==> src/rtl/rpc_cmd_scheduler.sv <==
// Single-port RPC DRAM command sequencer: one data transaction in flight, periodic refresh first.
// Optional data-completion watchdog enabled by RPC_CMD_SCHED_TIMEOUT_EN.
module rpc_cmd_scheduler #(
  parameter int DramLenWidth  = 6,
  parameter int DramAddrWidth = 20,
  parameter int RefreshCycles = 3900,
  parameter int TrfcCycles    = 64,
  parameter int MaxPending    = 7,
  parameter int TimeoutCycles = 1024
) (
  input  logic                     clk_i,
  input  logic                     rst_ni,
  input  logic                     req_valid_i,
  output logic                     req_ready_o,
  input  logic                     req_is_write_i,
  input  logic [DramLenWidth-1:0]  req_len_i,
  input  logic [DramAddrWidth-1:0] req_addr_i,
  output logic                     cmd_valid_o,
  input  logic                     cmd_ready_i,
  output logic                     cmd_is_write_o,
  output logic                     cmd_is_ref_o,
  output logic [DramLenWidth-1:0]  cmd_len_o,
  output logic [DramAddrWidth-1:0] cmd_addr_o,
  input  logic                     w_beat_i,
  input  logic                     r_last_i,
  output logic                     busy_o,
  output logic [3:0]               ref_pending_o,
  output logic                     timeout_o
);

  // Handshakes: a transfer happens on a rising clk_i edge where valid and ready are both 1;
  // cmd_valid_o and its fields stay stable until cmd_ready_i, req_ready_o never waits on itself.
  localparam logic [2:0] ST_IDLE      = 3'd0;
  localparam logic [2:0] ST_ISSUE     = 3'd1;
  localparam logic [2:0] ST_WAIT_W    = 3'd2;
  localparam logic [2:0] ST_WAIT_R    = 3'd3;
  localparam logic [2:0] ST_REF_ISSUE = 3'd4;
  localparam logic [2:0] ST_REF_WAIT  = 3'd5;

  localparam int TimerW = $clog2(RefreshCycles);
  localparam int TrfcW  = $clog2(TrfcCycles + 1);

  logic [2:0]               state_q, state_d;
  logic [TimerW-1:0]        timer_q;
  logic [3:0]               pend_q;
  logic                     lat_is_write_q;
  logic [DramLenWidth-1:0]  lat_len_q;
  logic [DramAddrWidth-1:0] lat_addr_q;
  logic [DramLenWidth:0]    beat_q;
  logic [DramLenWidth:0]    len_p1;
  logic [TrfcW-1:0]         trfc_q;
  logic                     busy_q;
  logic                     due;
  logic                     ref_hs;
  logic                     cmd_hs;

  assign due    = (timer_q == TimerW'(RefreshCycles - 1));
  assign ref_hs = (state_q == ST_REF_ISSUE) && cmd_ready_i;
  assign cmd_hs = (state_q == ST_ISSUE) && cmd_ready_i;
  assign len_p1 = {1'b0, lat_len_q} + (DramLenWidth + 1)'(1);

  assign req_ready_o    = rst_ni && (state_q == ST_IDLE) && (pend_q == 4'd0) && req_valid_i;
  assign cmd_valid_o    = (state_q == ST_ISSUE) || (state_q == ST_REF_ISSUE);
  assign cmd_is_ref_o   = (state_q == ST_REF_ISSUE);
  assign cmd_is_write_o = (state_q == ST_ISSUE) && lat_is_write_q;
  assign cmd_len_o      = (state_q == ST_ISSUE) ? lat_len_q : '0;
  assign cmd_addr_o     = (state_q == ST_ISSUE) ? lat_addr_q : '0;
  assign busy_o         = busy_q;
  assign ref_pending_o  = pend_q;

`ifdef RPC_CMD_SCHED_TIMEOUT_EN
  localparam int WdW = $clog2(TimeoutCycles + 1);
  logic [WdW-1:0] wd_q;
  logic           timeout_q;
  logic           timeout_d;
  assign timeout_o = timeout_q;
`else
  assign timeout_o = 1'b0;
`endif

  always_comb begin
    state_d = state_q;
`ifdef RPC_CMD_SCHED_TIMEOUT_EN
    timeout_d = 1'b0;
`endif
    case (state_q)
      ST_IDLE: begin
        if (pend_q != 4'd0)   state_d = ST_REF_ISSUE;
        else if (req_valid_i) state_d = ST_ISSUE;
      end
      ST_ISSUE: begin
        if (cmd_ready_i) begin
          // A single-word write whose only beat lands on the handshake is already done.
          if (lat_is_write_q)
            state_d = (w_beat_i && (lat_len_q == '0)) ? ST_IDLE : ST_WAIT_W;
          else
            state_d = ST_WAIT_R;
        end
      end
      ST_WAIT_W: begin
        if (w_beat_i && ((beat_q + (DramLenWidth + 1)'(1)) == len_p1)) state_d = ST_IDLE;
      end
      ST_WAIT_R: begin
        if (r_last_i) state_d = ST_IDLE;
      end
      ST_REF_ISSUE: begin
        if (cmd_ready_i) state_d = ST_REF_WAIT;
      end
      ST_REF_WAIT: begin
        if (trfc_q == TrfcW'(1)) state_d = ST_IDLE;
      end
      default: state_d = ST_IDLE;
    endcase
`ifdef RPC_CMD_SCHED_TIMEOUT_EN
    if (((state_q == ST_WAIT_W) || (state_q == ST_WAIT_R)) && (state_d == state_q) &&
        !w_beat_i && (wd_q == WdW'(TimeoutCycles - 1))) begin
      state_d   = ST_IDLE;
      timeout_d = 1'b1;
    end
`endif
  end

  always_ff @(posedge clk_i) begin
    if (!rst_ni) begin
      state_q        <= ST_IDLE;
      busy_q         <= 1'b0;
      timer_q        <= '0;
      pend_q         <= 4'd0;
      lat_is_write_q <= 1'b0;
      lat_len_q      <= '0;
      lat_addr_q     <= '0;
      beat_q         <= '0;
      trfc_q         <= '0;
    end else begin
      state_q <= state_d;
      busy_q  <= (state_d != ST_IDLE);
      timer_q <= due ? '0 : timer_q + TimerW'(1);

      // A due event and a refresh handshake in the same cycle cancel out.
      if (due && !ref_hs && (pend_q < 4'(MaxPending))) pend_q <= pend_q + 4'd1;
      else if (!due && ref_hs)                         pend_q <= pend_q - 4'd1;

      if (req_ready_o) begin
        lat_is_write_q <= req_is_write_i;
        lat_len_q      <= req_len_i;
        lat_addr_q     <= req_addr_i;
      end

      if (cmd_hs)                                  beat_q <= (DramLenWidth + 1)'(w_beat_i);
      else if ((state_q == ST_WAIT_W) && w_beat_i) beat_q <= beat_q + (DramLenWidth + 1)'(1);

      if (ref_hs)                          trfc_q <= TrfcW'(TrfcCycles);
      else if (state_q == ST_REF_WAIT)     trfc_q <= trfc_q - TrfcW'(1);
    end
  end

`ifdef RPC_CMD_SCHED_TIMEOUT_EN
  always_ff @(posedge clk_i) begin
    if (!rst_ni) begin
      wd_q      <= '0;
      timeout_q <= 1'b0;
    end else begin
      timeout_q <= timeout_d;
      if (cmd_hs || w_beat_i)                                 wd_q <= '0;
      else if ((state_q == ST_WAIT_W) || (state_q == ST_WAIT_R)) wd_q <= wd_q + WdW'(1);
    end
  end
`endif

endmodule

==> config.mk <==
export PLATFORM = sky130hd
export DESIGN_NAME = rpc_cmd_scheduler
export DESIGN_NICKNAME = d
export VERILOG_FILES = /design/src/rtl/rpc_cmd_scheduler.sv
export SDC_FILE = /design/constraint.sdc
export NUM_CORES = 1
export LEC_CHECK = 0
export BUFFER_PORTS_ARGS = -buffer_cell sky130_fd_sc_hd__buf_2
export CAP_MARGIN = 20
export CORE_ASPECT_RATIO = 0.9
export CORE_UTILIZATION = 58
export CTS_CLUSTER_DIAMETER = 100
export DETAILED_ROUTE_END_ITERATION = 12
export HOLD_SLACK_MARGIN = 0.1
export PLACE_DENSITY = 0.88
export SYNTH_ARGS = -nofsm -noshare
export SYNTH_HDL_FRONTEND = slang
export SYNTH_SLANG_ARGS = --single-unit
==> constraint.sdc <==
create_clock -name clk_i -period 5.9 [get_ports clk_i]
set_input_delay 1.18 -clock clk_i [delete_from_list [all_inputs] [get_ports clk_i]]
set_output_delay 1.18 -clock clk_i [all_outputs]
set_load 0.05 [all_outputs]
==> flow_metrics.py, run 1 <==
metrics = {
    "cts": {
        "cts_tree": "built",
        "numClockSinks": 61,
        "cts_buffers": 9,
        "clk_pin_slew_ns": 0.06,
        "htree_levels": 3,
        "hold_buffers": 0,
        "cts.repair.resized": 0,
        "cts_buffer_depth": 2,
        "insertion_delay_ns": 0.34,
        "cts_root_buffer": "clkbuf_8",
        "postCtsSetupBuffers": 0,
    },
    "timing": {
        "hold_viol_final": 0,
        "max_freq_mhz": 258,
        "maxSlewHeadroom_pct": 28.1,
        "setup_violations": 0,
        "slew_viol_final": 0,
        "worstMarginPinSlew_ns": 1.08,
        "finalClockSkew_ns": 0.00783,
        "fin_crit_ns": 3.87,
        "fin_crit_sh_pct": 65.6,
        "finalHoldWorstSlack_ns": 0.452,
        "rsz0062_at_grt": "false",
        "setup_tns_ns": 0,
    },
    "layout": {
        "num-fill-cells": 429,
        "layout.nets": 477,
        "syn_to_final_growth_pct": 16.6,
        "drive_gt1_share_pct": 20.5,
        "diodes": 0,
        "fin_cells": 506,
    },
    "yosys": {
        "yosysTopAreaCell": "dfxtp_1",
        "ys_ff_latch": 61,
        "netlist_top_cells_count": "nand2_1 (74), dfxtp_1 (61), and2_1 (30), a21boi_0 (28), nor2_1 (28)",
        "synthCells": 378,
        "seq_area_frac_synth_pct": 38.6,
        "netlist.area_leader.share_pct": 38.6,
        "synth_enable_flop_cells": 0,
        "synth.avg_cell_area_um2": 8.36,
        "syn_nets": 420,
        "async_flop_share_pct": 0,
        "synth_cell_types": 53,
        "ys.flop_type": "dfxtp_1",
        "synth_most_common_cell": "nand2_1",
        "ys.warnings.count": 0,
        "synth_area_mm2": 0.00316,
        "ys_top_cells_by_area": "dfxtp_1 (39%), nand2_1 (8.8%), a21boi_0 (6.6%)",
    },
    "global_routing": {
        "grt_pass1_wl_mm": 11.2,
        "antenna_found_initial": 0,
        "grt_overflow": 0,
        "grt_max_degree": 41,
        "grtUsageTotal_pct": 25.0,
        "first_global_vias": 2589,
    },
    "power": {
        "cellLeakagePower_nw": 1.61,
        "ir_worst_vdd_v": 0.000209,
        "power_density_mw_per_mm2": 266,
    },
    "worst_setup_path": {
        "path_cells": "or4_1, nor2_1, and3_1, and2_1, buf_2",
        "rrSetupSlack_ns": 3.45,
        "worstSetupStartpointType": "register",
        "cp.buffers_inverters": 1,
        "max_stage_delay_ns": 0.81,
        "crit_fanout": 28,
        "crit_family": "simple AND/OR/NAND/NOR gates",
        "critPathCaptureType": "output port",
        "worst_ep_required_time_ns": 4.72,
        "critPathKind": "register to output port",
        "cp.arrival_ns": 2.69,
        "worst_path_max_delay_cell": "and3_1",
    },
    "die": {
        "die_h_um": 72.0,
        "io_pins": 69,
        "die-width_um": 79.8,
        "rows": 25,
        "start_util_pct": 60.2,
        "core_region_area_mm2": 0.00526,
        "dieArea_mm2": 0.00575,
    },
    "place": {
        "hpwlAfterDp_mm": 4.72,
        "portBuffers": 67,
        "place_inst": 491,
        "place.gp.congestion": 0.816,
    },
    "detailed_routing": {
        "num_vias": 2739,
        "drt-vias-per-instance": 5.41,
        "drt-initial-drc-count": 112,
        "detail_route.wl_per_cell_um": 13.2,
        "ant_nets": 0,
        "drtPass1Iterations": 4,
        "routed_wl_mm": 6.67,
        "drc": 0,
    },
    "hold_path": {
        "hold_class": "register to register",
    },
    "flow_run": {
        "cap_violations": 0,
    },
    "run_status": {
        "status": "finished clean",
    },
}
metrics by stage:
stage	area (µm²)	setup slack, ns	power, W	util (%)
3_5_place_dp	3470	2.18	0.000586	66.1
6_report	3690	2.03	0.000980	70.1
2_1_floorplan	3160	2.55	0.000551	-
4_1_cts	3690	2.00	0.000989	70.1
5_1_grt	3690	1.82	0.00102	70.1
3_3_place_gp	3470	2.19	0.000581	66.1
final timing paths:
path	startpoint	endpoint	cells past startpoint
hold reg to reg	timer_q[0]	timer_q[0]	1
setup / recovery	ref_pending_o[0]	req_ready_o	5
hold / removal	timer_q[0]	timer_q[0]	1
setup reg to reg	ref_pending_o[0]	busy_o	6
sequential cells by signal (all words and copies together), names as in the netlist:
| register | count |
|---|---|
| trfc_q | 7 |
| timer_q | 12 |
| lat_is_write_q | 1 |
| lat_len_q | 6 |
| lat_addr_q | 20 |
| busy_o | 1 |
| beat_q | 7 |
| state_q | 3 |
| ref_pending_o | 4 |
cell type report:
class                           instances  area, µm²  share of cell area (%)
Multi-Input combinational cell        290       1810                    49.1
Tap cell                               67       83.8                    2.27
Clock buffer                           11        141                    3.84
Timing Repair Buffer                   67        335                    9.10
Sequential cell                        61       1220                    33.1
Inverter                                6       22.5                   0.611
Clock inverter                          4       72.6                    1.97
layer usage:
layer	GRT usage, %	wire (µm)
met1	26.8	2790
met2	46.3	3440
met3	8.18	373
met4	8.13	71
met5	0	0
placed cells by master, fill, tap and decap left out, drive strengths merged, types with 12 or more instances in the layout:
master	instances
buf	67
a21boi	29
nor2	28
nand2	74
xnor2	14
xor2	19
and3	12
nand3	16
dfxtp	61
and2	31
cells by family after synthesis:
| family | synth area share [%] |
|---|---|
| muxes | 1.31 |
| DFF | 38.6 |
| and+or+nand+nor | 29.9 |
| buffers and inverters | 4.15 |
| xor gates and xnor gates | 9.89 |
| AOI/OAI and AO/OA | 12.2 |
| adders and majority gates | 3.80 |
| other | 0.119 |
power breakdown:
group          internal [W]  switching, W
clock network      0.000246      0.000157
registers          0.000431     0.0000165
logic             0.0000435     0.0000862
total              0.000720      0.000260
Note: power is estimated with default switching activity, not from simulation.
==> run 2: changes to the inputs <==
Settings changed: ABC_AREA set to 1, CORE_UTILIZATION 58 to 54, PLACE_DENSITY 0.88 to 0.83.
Clock period 5.9 ns to 3.92 ns, I/O delays scaled along.
==> run 2 against run 1 <==
First-iteration DRC count is 59% higher. Count of clock-buffer cells in the layout is 1 higher. Clock skew is 0.0059 ns higher. Sequential cell count stayed put. Register-to-register slack worse by 1.7 ns. Sequential share of layout area is 0.33 points lower. Setup slack worse by 1.2 ns. Critical endpoint is now cmd_addr_o[0]. Largest power group is now combinational cells. Highest routed layer unchanged.
==> flow_metrics.py, run 2 <==
metrics = {
    "run_status": {
        "status": "finished clean",
    },
    "cts": {
        "insertion_delay_ns": 0.34,
        "cts_buffers": 9,
        "postCtsSetupBuffers": 0,
        "numClockSinks": 61,
        "htree_levels": 3,
        "cts_root_buffer": "clkbuf_8",
        "cts_buffer_depth": 2,
        "cts_tree": "built",
        "clk_pin_slew_ns": 0.07,
        "hold_buffers": 0,
        "cts.repair.resized": 0,
    },
    "worst_setup_path": {
        "critPathCaptureType": "output port",
        "rrSetupSlack_ns": 1.76,
        "worstSetupStartpointType": "register",
        "cp.arrival_ns": 2.32,
        "max_stage_delay_ns": 0.64,
        "critPathKind": "register to output port",
        "cp.buffers_inverters": 3,
        "reg2reg_depth": 11,
        "path_common_cell": "nor2_1",
        "worst_ep_required_time_ns": 3.14,
        "reg2reg_to": "ref_pending_o[3]",
        "worst_path_max_delay_cell": "clkinv_1",
        "path_cells": "inv_2, nand2_1, nor2_1, clkinv_1, nor2_1, buf_2",
        "crit_fanout": 28,
        "crit_family": "buffers and inverters",
        "reg2reg_from": "timer_q[0]",
    },
    "timing": {
        "max_freq_mhz": 322,
        "finalClockSkew_ns": 0.0137,
        "fin_crit_ns": 3.10,
        "setup_tns_ns": 0,
        "setup_violations": 0,
        "rsz0062_at_grt": "false",
        "slew_viol_final": 0,
        "fin_crit_sh_pct": 79.1,
        "hold_viol_final": 0,
        "maxSlewHeadroom_pct": 43.5,
        "worstMarginPinSlew_ns": 0.847,
        "finalHoldWorstSlack_ns": 0.450,
    },
    "yosys": {
        "synthCells": 458,
        "netlist.area_leader.share_pct": 38.7,
        "ys_ff_latch": 61,
        "yosysTopAreaCell": "dfxtp_1",
        "synth_area_mm2": 0.00315,
        "async_flop_share_pct": 0,
        "ys.flop_type": "dfxtp_1",
        "synth_enable_flop_cells": 0,
        "synth_most_common_cell": "nand2_1",
        "seq_area_frac_synth_pct": 38.7,
        "synth.avg_cell_area_um2": 6.88,
        "syn_nets": 500,
        "netlist_top_cells_count": "nand2_1 (82), inv_1 (64), dfxtp_1 (61), nor2_1 (60), a21oi_1 (49)",
        "ys.warnings.count": 0,
        "ys_top_cells_by_area": "dfxtp_1 (39%), nand2_1 (9.8%), a21oi_1 (7.8%)",
        "synth_cell_types": 39,
    },
    "die": {
        "rows": 26,
        "die-width_um": 82.5,
        "core_region_area_mm2": 0.00566,
        "start_util_pct": 55.7,
        "die_h_um": 74.5,
        "io_pins": 69,
        "dieArea_mm2": 0.00615,
    },
    "layout": {
        "fin_cells": 598,
        "largest_register_ffs": 20,
        "diodes": 0,
        "final_cell_mix": "nand2_1 (82), buf_2 (67), inv_1 (64)",
        "mostFrequentLayoutCell": "nand2_1",
        "multi_input_area_mm2": 0.00159,
        "syn_to_final_growth_pct": 18.1,
        "drive_gt1_share_pct": 21.2,
        "num-fill-cells": 484,
        "reg_top3": "lat_addr_q x20, timer_q x12",
        "regArea_mm2": 0.00122,
        "layout.nets": 565,
        "regMostFlops": "lat_addr_q",
    },
    "global_routing": {
        "grt_max_degree": 55,
        "first_global_vias": 2698,
        "grt_overflow": 0,
        "grt_pass1_wl_mm": 11.3,
        "antenna_found_initial": 0,
        "grtUsageTotal_pct": 24.1,
    },
    "detailed_routing": {
        "drc": 0,
        "drtPass1Iterations": 4,
        "drt-vias-per-instance": 5.09,
        "routed_wl_mm": 6.98,
        "drt-initial-drc-count": 178,
        "ant_nets": 0,
        "num_vias": 3042,
        "detail_route.wl_per_cell_um": 11.7,
    },
    "power": {
        "cellLeakagePower_nw": 1.69,
        "power_density_mw_per_mm2": 623,
        "ir_worst_vdd_v": 0.000412,
    },
    "place": {
        "hpwlAfterDp_mm": 4.94,
        "portBuffers": 67,
        "place.gp.congestion": 0.883,
        "place_inst": 582,
    },
    "hold_path": {
        "hp-start": "timer_q[0]",
        "hold_end": "timer_q[0]",
        "hold_depth": 1,
        "hold_class": "register to register",
    },
    "flow_run": {
        "cap_violations": 0,
    },
}
## run 2: how the worst max path moves through the flow
stage,start,endpoint,slack [ns],cells past startpoint
floorplan,state_q[1],cmd_addr_o[0],1.44,6
global placement,state_q[1],cmd_is_write_o,1.22,6
detailed placement,rst_ni,lat_len_q[1],1.21,4
CTS,state_q[1],cmd_addr_o[0],0.82,6
global route,state_q[1],cmd_addr_o[0],0.65,6
finish,state_q[1],cmd_addr_o[0],0.82,6
## run 2: worst reg2reg max path, delay by kind of cell, from the launching register on
| kind | cells | cell delay, ns |
|---|---|---|
| AOI/OAI and AO/OA | 1 | 0.22 |
| adders and majority gates | 2 | 0.58 |
| DFF | 1 | 0.36 |
| and+or+nand+nor | 8 | 0.87 |
## run 2: cells by family after synthesis
kind of cell / after synthesis / synth area share, %
fa+ha+maj: 9 / 3.81
simple gates: 193 / 28.4
buf+inv: 88 / 10.8
flops: 61 / 38.7
compound gates: 101 / 16.7
other cells: 1 / 0.119
xor+xnor: 5 / 1.39
## run 2: power breakdown
| part | leakage, nW | total [W] | internal (W) | switching [W] |
|---|---|---|---|---|
| Clock | 0.101 | 0.000598 | 0.000358 | 0.000240 |
| Sequential | 0.497 | 0.000837 | 0.000752 | 0.0000849 |
| Combinational | 1.09 | 0.000885 | 0.000240 | 0.000645 |
| Total | 1.69 | 0.00232 | 0.00135 | 0.000970 |
## run 2: layer usage
layer	track usage, %	share of wire [%]	up-vias
met5	0	0	-
met4	10.7	2.5	0
met3	6.50	4.7	18
met2	38.8	47	85
met1	30.4	45	1349
li1	-	-	1590
## run 2: cell type report
type,count,area share [%]
Multi-Input combinational cell,309,42.7
Inverter,75,7.56
Sequential cell,61,32.8
Clock inverter,4,1.95
Clock buffer,12,3.63
Timing Repair Buffer,67,9.01
Tap cell,70,2.35
## run 2: per-stage QoR
step                utilization, %  setup slack, ns  cell area [µm²]  power (W)
floorplan                        -             1.44             3150    0.00154
global placement              62.1             1.22             3520    0.00170
CTS                           65.8            0.822             3720    0.00233
global route                  65.8            0.648             3720    0.00247
detailed placement            62.1             1.21             3520    0.00173
finish                        65.8            0.818             3720    0.00232
==> run 3: changes to the inputs <==
Settings changed: ABC_AREA 1 to 0, CORE_UTILIZATION 54 to 49, PLACE_DENSITY 0.83 to 0.8.
Clock period 3.92 ns to 2.8 ns, I/O delays scaled along.
==> run 3 against run 2 <==
Design area grew 0.10%. Clock power increased by 29%. Clock skew is 0.0049 ns lower. Cell count down 11%.
==> flow_metrics.py, run 3 (synthesis results as in run 1) <==
metrics = {
    "run_status": {
        "status": "finished clean",
    },
    "die": {
        "rows": 27,
        "core_region_area_mm2": 0.00618,
        "die_h_um": 78.2,
        "start_util_pct": 51.1,
        "dieArea_mm2": 0.00678,
        "die-width_um": 86.7,
        "io_pins": 69,
    },
    "timing": {
        "maxSlewHeadroom_pct": 52.2,
        "worstMarginPinSlew_ns": 0.714,
        "setup_tns_ns": 0,
        "rsz0062_at_grt": "false",
        "hold_viol_final": 0,
        "max_freq_mhz": 394,
        "finalClockSkew_ns": 0.00879,
        "setup_violations": 0,
        "fin_crit_ns": 2.54,
        "fin_crit_sh_pct": 90.7,
        "slew_viol_final": 0,
    },
    "hold_path": {
        "hp-start": "timer_q[0]",
        "hold_class": "register to register",
    },
    "cts": {
        "cts_buffer_depth": 2,
        "clk_pin_slew_ns": 0.06,
        "cts_tree": "built",
        "cts.repair.resized": 0,
        "insertion_delay_ns": 0.34,
        "numClockSinks": 61,
        "hold_buffers": 0,
        "cts_buffers": 9,
        "htree_levels": 3,
        "postCtsSetupBuffers": 0,
        "cts_root_buffer": "clkbuf_8",
    },
    "layout": {
        "largest_register_ffs": 20,
        "diodes": 0,
        "drive_gt1_share_pct": 21.6,
        "final_cell_mix": "nand2_1 (74), buf_2 (67), dfxtp_1 (61)",
        "multi_input_area_mm2": 0.00181,
        "num-fill-cells": 566,
        "regMostFlops": "lat_addr_q",
        "design_area_mm2": 0.00373,
        "syn_to_final_growth_pct": 17.9,
        "reg_top3": "lat_addr_q x20, timer_q x12",
        "regArea_mm2": 0.00122,
        "mostFrequentLayoutCell": "nand2_1",
        "layout.nets": 481,
    },
    "power": {
        "pwr-share-clk_pct": 38.7,
        "p_total_w": 0.00199,
        "p_sw_w": 0.000557,
        "cellLeakagePower_nw": 1.62,
        "swShare_pct": 27.9,
        "p_comb_share_pct": 14.0,
        "seq_power_share_pct": 47.3,
        "power_density_mw_per_mm2": 535,
        "ir_worst_vdd_v": 0.000372,
        "power.internal_w": 0.00144,
    },
    "worst_setup_path": {
        "crit_path_start": "ref_pending_o[0]",
        "critPathCaptureType": "output port",
        "crit_fanout": 6,
        "reg2reg_from": "timer_q[7]",
        "worst_path_max_delay_cell": "or4_1",
        "worstSetupStartpointType": "register",
        "path_cells": "or4_1, nor2_1, and3_1, and2_1, buf_2",
        "cp.arrival_ns": 1.98,
        "critPathKind": "register to output port",
        "worst_ep_required_time_ns": 2.24,
        "max_stage_delay_ns": 0.53,
    },
    "detailed_routing": {
        "num_vias": 2708,
        "drt-vias-per-instance": 5.10,
        "drtPass1Iterations": 4,
        "drc": 0,
        "detail_route.wl_per_cell_um": 12.6,
        "routed_wl_mm": 6.72,
        "drt-initial-drc-count": 117,
        "ant_nets": 0,
    },
    "place": {
        "placed_area_mm2": 0.00353,
        "portBuffers": 67,
        "place.gp.congestion": 0.824,
        "hpwlAfterDp_mm": 4.92,
    },
    "global_routing": {
        "first_global_vias": 2555,
        "grt_overflow": 0,
        "grtUsageTotal_pct": 21.5,
        "grt_pass1_wl_mm": 11.3,
        "antenna_found_initial": 0,
        "grt_max_degree": 28,
    },
    "flow_run": {
        "cap_violations": 0,
    },
}
run 3: changes by cell type in the layout (fill, tap and decap cells not counted), sizes merged, moves of 6 or more:
cell	change
and2	+31
xor2	+16
nor2	-38
a21boi	+28
a21oi	-42
inv	-67
and3	+12
nor3	-6
xnor2	+12
nand2	-13
o21ai	-36
run 3: power by group through the flow:
stage / combinational (W) / sequential, W / clock [W]
finish: 0.000279 / 0.000943 / 0.000771
global route: 0.000307 / 0.000949 / 0.000825
CTS: 0.000281 / 0.000942 / 0.000794
detailed placement: 0.000279 / 0.000961 / 0
global placement: 0.000277 / 0.000960 / 0
floorplan: 0.000205 / 0.000956 / 0
run 3: worst max-delay path: cells and delay by family, from the launching register on:
kind,cells,cell delay [ns]
AND/OR/NAND/NOR,4,1.00
buffers and inverters,1,0.26
flip-flops,1,0.37
run 3: area by class of cell:
class                      count  area share, %
tap                           87           2.92
timing repair buffer          71           9.80
inverter                       6          0.604
sequential                    61           32.8
multi-input combinational    290           48.5
clock buffer                  10           3.69
clock inverter                 6           1.68
run 3: per-layer routing:
metal	track usage, %	share of wire, %	wire (µm)
met5	0	0	0
met4	7.50	1.4	95
met3	6.83	3.9	262
met2	36.3	49	3270
met1	25.5	46	3090
run 3: stage by stage:
stage | cells | setup slack (ns) | hold WS (ns) | util (%)
final | 531 | 0.259 | 0.447 | 60.3
after global routing | 531 | 0.154 | 0.445 | 60.3
after CTS | 531 | 0.243 | 0.445 | 60.3
after detailed placement | 515 | 0.613 | 0.436 | 57.1
after global placement | 515 | 0.643 | 0.435 | 57.1
after floorplan | 378 | 0.0687 | 0.418 | -
run 3: worst paths after layout:
kind | end | slack [ns] | cells after the start
hold / removal | timer_q[0] | 0.45 | 1
hold reg to reg | timer_q[0] | 0.45 | 1
setup / recovery | req_ready_o | 0.26 | 5
setup reg to reg | ref_pending_o[3] | 0.61 | 8
